===== src/rtl/accum_engine_if.sv =====
// rtl/accum_engine_if.sv - accumulator driver/receiver bundle
interface accum_engine_if #(
  parameter int DATA_W = 32,
  parameter int CNT_W  = 16
);
  logic [DATA_W-1:0] data;
  logic              enable;
  logic              clear;
  logic [DATA_W-1:0] accum;
  logic              accum_valid;
  logic              overflow;
  logic [CNT_W-1:0]  count;

  modport master (
    output data, enable, clear,
    input  accum, accum_valid, overflow, count
  );

  modport slave (
    input  data, enable, clear,
    output accum, accum_valid, overflow, count
  );
endinterface


===== src/rtl/accum_engine.sv =====
// rtl/accum_engine.sv - pipelined running-sum accumulator with wrap/saturate overflow
module accum_engine #(
  parameter int DATA_W   = 32,
  parameter int CNT_W    = 16,
  parameter int SATURATE = 0
) (
  input  logic           clk,
  input  logic           reset_n,
  accum_engine_if.slave  bus
);
  logic [DATA_W-1:0] s1_data;
  logic              s1_en;
  logic              s1_clr;

  logic [DATA_W-1:0] accum_q, accum_d;
  logic              valid_q, valid_d;
  logic              ovf_q, ovf_d;
  logic [CNT_W-1:0]  count_q, count_d;
  logic [DATA_W:0]   sum;
  logic [CNT_W-1:0]  count_inc;

  always_ff @(posedge clk or negedge reset_n) begin
    if (!reset_n) begin
      s1_data <= '0;
      s1_en   <= 1'b0;
      s1_clr  <= 1'b0;
    end else begin
      s1_data <= bus.data;
      s1_en   <= bus.enable;
      s1_clr  <= bus.clear;
    end
  end

  assign sum       = {1'b0, accum_q} + {1'b0, s1_data};
  assign count_inc = (count_q == {CNT_W{1'b1}}) ? count_q : count_q + 1'b1;

  always_comb begin
    accum_d = accum_q;
    count_d = count_q;
    ovf_d   = ovf_q;
    valid_d = 1'b0;
    case ({s1_clr, s1_en})
      2'b10: begin
        accum_d = '0;
        count_d = '0;
        ovf_d   = 1'b0;
        valid_d = 1'b1;
      end
      2'b11: begin
        accum_d = s1_data;
        count_d = {{(CNT_W-1){1'b0}}, 1'b1};
        ovf_d   = 1'b0;
        valid_d = 1'b1;
      end
      2'b01: begin
        count_d = count_inc;
        valid_d = 1'b1;
        accum_d = sum[DATA_W-1:0];
        if (sum[DATA_W]) begin
          ovf_d = 1'b1;
          if (SATURATE != 0) accum_d = {DATA_W{1'b1}};
        end
      end
      default: ;
    endcase
  end

  always_ff @(posedge clk or negedge reset_n) begin
    if (!reset_n) begin
      accum_q <= '0;
      valid_q <= 1'b0;
      ovf_q   <= 1'b0;
      count_q <= '0;
    end else begin
      accum_q <= accum_d;
      valid_q <= valid_d;
      ovf_q   <= ovf_d;
      count_q <= count_d;
    end
  end

  assign bus.accum       = accum_q;
  assign bus.accum_valid = valid_q;
  assign bus.overflow    = ovf_q;
  assign bus.count       = count_q;
endmodule


===== src/flat_wrapper.sv =====
// flat-port wrapper written by rule: the top's interface ports become plain ports
module accum_engine_flat 
#(
  parameter int DATA_W   = 32,
  parameter int CNT_W    = 16,
  parameter int SATURATE = 0
)
  (clk, reset_n, bus_data, bus_enable, bus_clear, bus_accum, bus_accum_valid, bus_overflow, bus_count);
  accum_engine_if #(.DATA_W(DATA_W), .CNT_W(CNT_W)) bus_i ();
  input  logic clk;
  input  logic reset_n;
  input wire logic [$bits(bus_i.data)-1:0] bus_data;
  input wire logic [$bits(bus_i.enable)-1:0] bus_enable;
  input wire logic [$bits(bus_i.clear)-1:0] bus_clear;
  output wire logic [$bits(bus_i.accum)-1:0] bus_accum;
  output wire logic [$bits(bus_i.accum_valid)-1:0] bus_accum_valid;
  output wire logic [$bits(bus_i.overflow)-1:0] bus_overflow;
  output wire logic [$bits(bus_i.count)-1:0] bus_count;
  assign bus_i.data = bus_data;
  assign bus_i.enable = bus_enable;
  assign bus_i.clear = bus_clear;
  assign bus_accum = bus_i.accum;
  assign bus_accum_valid = bus_i.accum_valid;
  assign bus_overflow = bus_i.overflow;
  assign bus_count = bus_i.count;
  accum_engine #(.DATA_W(DATA_W), .CNT_W(CNT_W), .SATURATE(SATURATE)) u_core (.clk(clk), .reset_n(reset_n), .bus(bus_i));
endmodule

===== config.mk =====
export PLATFORM = sky130hd
export DESIGN_NAME = accum_engine_flat
export DESIGN_NICKNAME = d
export VERILOG_FILES = /design/src/rtl/accum_engine_if.sv /design/src/rtl/accum_engine.sv /design/src/flat_wrapper.sv
export SDC_FILE = /design/constraint.sdc
export NUM_CORES = 1
export LEC_CHECK = 0
export ABC_CLOCK_PERIOD_IN_PS = 2800
export CORE_MARGIN = 1
export CORE_UTILIZATION = 45
export CTS_CLUSTER_SIZE = 24
export DETAILED_ROUTE_END_ITERATION = 8
export GPL_TIMING_DRIVEN = 0
export PLACE_DENSITY = 0.74
export SKIP_CTS_REPAIR_TIMING = 1
export SYNTH_ARGS = -nofsm -noshare
export SYNTH_HDL_FRONTEND = slang
export SYNTH_SLANG_ARGS = --single-unit

===== constraint.sdc =====
create_clock -name clk -period 2.8 [get_ports clk]
set_input_delay 0.56 -clock clk [delete_from_list [all_inputs] [get_ports clk]]
set_output_delay 0.56 -clock clk [all_outputs]
set_load 0.03 [all_outputs]

==> impl_metrics.ini, run 1 <==
[floorplanning]
start_util = 0.468
core_region_area_sq_mm = 0.0104
dieArea_sq_mm = 0.0112
pin_count = 86
rows = 37
dieHeight_um = 106
die_x_um = 106

[critical_path]
r2r_slack_ps = 100
slowest_delay_ps = 420
crit_chain = ha_1 > fa_1 > a21o_1 > a31oi_2 > nor4_2 > o2111ai_2 > nand2_2 > a21boi_4 > mux2i_1 > a221o_1
critPathKind = reg2reg
r2r_start = u_core.bus.accum[0]
worstPathRequired_ps = 3060
path_max_fanout = 3
arrival_ps = 2970
startpoint_type = flop
cp-end-kind = flop
cp-startpoint = u_core.bus.accum[0]
slowest_stage = fa_1

[grt]
grt.total_usage = 0.219
grt_pass1_vias = 4074
grt_max_degree = 48
overflow = 0
grt_antenna_before_repair = 0
grt_pass1_wl_mm = 19.4

[route]
drt-total-wl_mm = 11.5
wire_per_inst_um = 15.6
drcViolationCount = 0
drtIter0Drc = 196
ant_nets = 0
vias = 4145
via_per_inst = 5.62
dr.pass1.iters = 4

[synth]
syn_inst = 501
synth_area_sq_mm = 0.00487
yosysTopAreaCell = dfrtp_1
synth.cells.most_frequent = dfrtp_1 (84), o21ai_0 (49), nand2_1 (44)
ys_top_cells_by_area = dfrtp_1 (43%), ha_1 (8.5%), o21ai_0 (5.0%), mux2i_1 (3.9%), a21oi_1 (3.7%)
synth.most_common_cell = dfrtp_1
synth_top_area_frac = 0.432
synthFlopType = dfrtp_1
async_flop_share = 1.00
seq_area_frac_synth = 0.432
ys_ff_latch = 84
ys_types = 54
syn_avg_cell_area_sq_um = 9.72
synth_edf_count = 0
ys_warn_count = 0
syn_nets = 571

[placed_design]
port_buffers = 85
gp_congestion = 0.887
dpl_cell_area_sq_mm = 0.00592
dp_hpwl_mm = 8.62
pre_cts_slack_ps = 86.6
post-place-cells = 723

[clock_network]
cts_made_buffers = 9
cts.path.max_buffers = 2
cts_tree = built
cts_root_buf = clkbuf_8
htreeDepth = 3
clk_pin_slew_worst_paths_ps = 80
clk_latency_ps = 370
clock_sinks = 84

[sta]
fmax_mhz = 370
finalCritPeriodShare = 0.966
skew_ps = 9.57
slew_violations = 0
rsz0062_at_grt = true
finalCriticalPeriod_ps = 2700
hold_ws_ps = 146
tightest_slew_ps = 723
max-slew-margin-rel = 0.518
setup_ws_ps = 95.7
hold_viol_final = 0
setup_violations = 0

[final_layout]
fillers = 935
layout-drive-gt1-share = 0.0498
n_antenna_cell = 0
fin_area_sq_mm = 0.00611
final_nets = 668
area.growth.synth_to_final_pct = 25.5
postLayoutCoreUtil = 0.587
stdcell_count = 738

[min_path]
hold_path.class = in2async

[run]
maxCapViolCount = 0

[power]
p_leak_nw = 2.69
vdd.ir_drop.worst_v = 0.000370
p_per_area_mw_per_mm2 = 671

[outcome]
outcome = completed
registers in the layout, indices dropped and copies added, names as in the netlist:
| signal | flops |
|---|---|
| u_core.s1_data | 32 |
| u_core.s1_clr | 1 |
| u_core.s1_en | 1 |
| u_core.bus.accum | 32 |
| u_core.bus.count | 16 |
| u_core.bus.accum_valid | 1 |
| u_core.bus.overflow | 1 |
placed cells by master, fill, tap and decap left out, types with 3 or more instances in the layout:
master / instances
a21oi_1: 36
clkbuf_1: 23
a211oi_1: 5
nor2b_1: 4
dfrtp_1: 84
nor3_1: 3
nand3_1: 16
and3_1: 7
inv_1: 5
clkdlybuf4s50_1: 84
xor2_1: 17
a221oi_1: 3
nand2b_1: 4
a21o_1: 19
o21ai_1: 3
xnor2_1: 18
nand2_1: 44
nand4_1: 11
clkbuf_8: 11
ha_1: 33
a22oi_1: 13
o21bai_1: 5
o21ai_0: 49
and2_1: 5
nor2_1: 33
mux2i_1: 19
o21a_1: 6
report_power, final:
part | internal [mW] | switching [mW] | leakage [nW]
logic | 0.797 | 1.05 | 1.56
clock network | 0.364 | 0.421 | 0.0893
registers | 1.35 | 0.120 | 1.05
worst max-delay path: cells and delay by family, from the launching register on:
kind / cells / cell delay, ps
compound gates: 5 / 1160
fa+ha+maj: 2 / 680
flops: 1 / 400
mux: 1 / 90
simple gates: 2 / 260
routing by layer:
metal	vias up	part of all wire	GRT usage
li1	2020	-	-
met1	2008	0.47	0.295
met2	102	0.47	0.349
met3	15	0.040	0.0386
met4	0	0.017	0.0873
met5	-	0	0
logic make-up after synthesis:
| family | after synthesis | share of synthesized area |
|---|---|---|
| adders and majority gates | 34 | 0.0889 |
| DFF | 84 | 0.432 |
| and+or+nand+nor | 138 | 0.138 |
| muxes | 19 | 0.0390 |
| AOI/OAI and AO/OA | 161 | 0.213 |
| buffers and inverters | 30 | 0.0265 |
| xor gates and xnor gates | 35 | 0.0629 |
through the flow:
step,TNS (ps),power (mW)
after floorplan,0,2.74
after global placement,-148960,3.27
after detailed placement,0,3.31
after CTS,0,4.11
after global routing,-14.3,4.39
final,0,4.10
worst paths after layout:
check                                            end  cells past startpoint
max in group asynchronous         u_core.s1_data[26]                      2
worst min register to register  u_core.bus.accum[13]                      2
min in group clk                u_core.bus.accum[13]                      2
worst min-delay path               u_core.s1_data[5]                      1
worst max-delay path            u_core.bus.accum[20]                     10
worst max register to register  u_core.bus.accum[20]                     10
cell type report:
cell class | instances | area (sq um) | area share
Tap cell | 136 | 170 | 0.0278
Clock buffer | 13 | 159 | 0.0260
Inverter | 5 | 18.8 | 0.00307
Buffer | 25 | 110 | 0.0180
Sequential cell | 84 | 2100 | 0.344
Timing Repair Buffer | 86 | 876 | 0.143
Multi-Input combinational cell | 387 | 2670 | 0.436
Clock inverter | 2 | 10.0 | 0.00164
Power figures use the tool's default switching activity.
==> run 2, diff against run 1 <==
==> constraint.sdc (replaced) <==
create_clock -name clk -period 2.8 [get_ports clk]
set_input_delay 0.42 -clock clk [delete_from_list [all_inputs] [get_ports clk]]
set_output_delay 0.42 -clock clk [all_outputs]
set_load 0.03 [all_outputs]
==> results of run 2 <==
The final DEF is identical to that of run 1. Status: completed.
Main changes from that run: hold slack 146 ps -> 6.18 ps
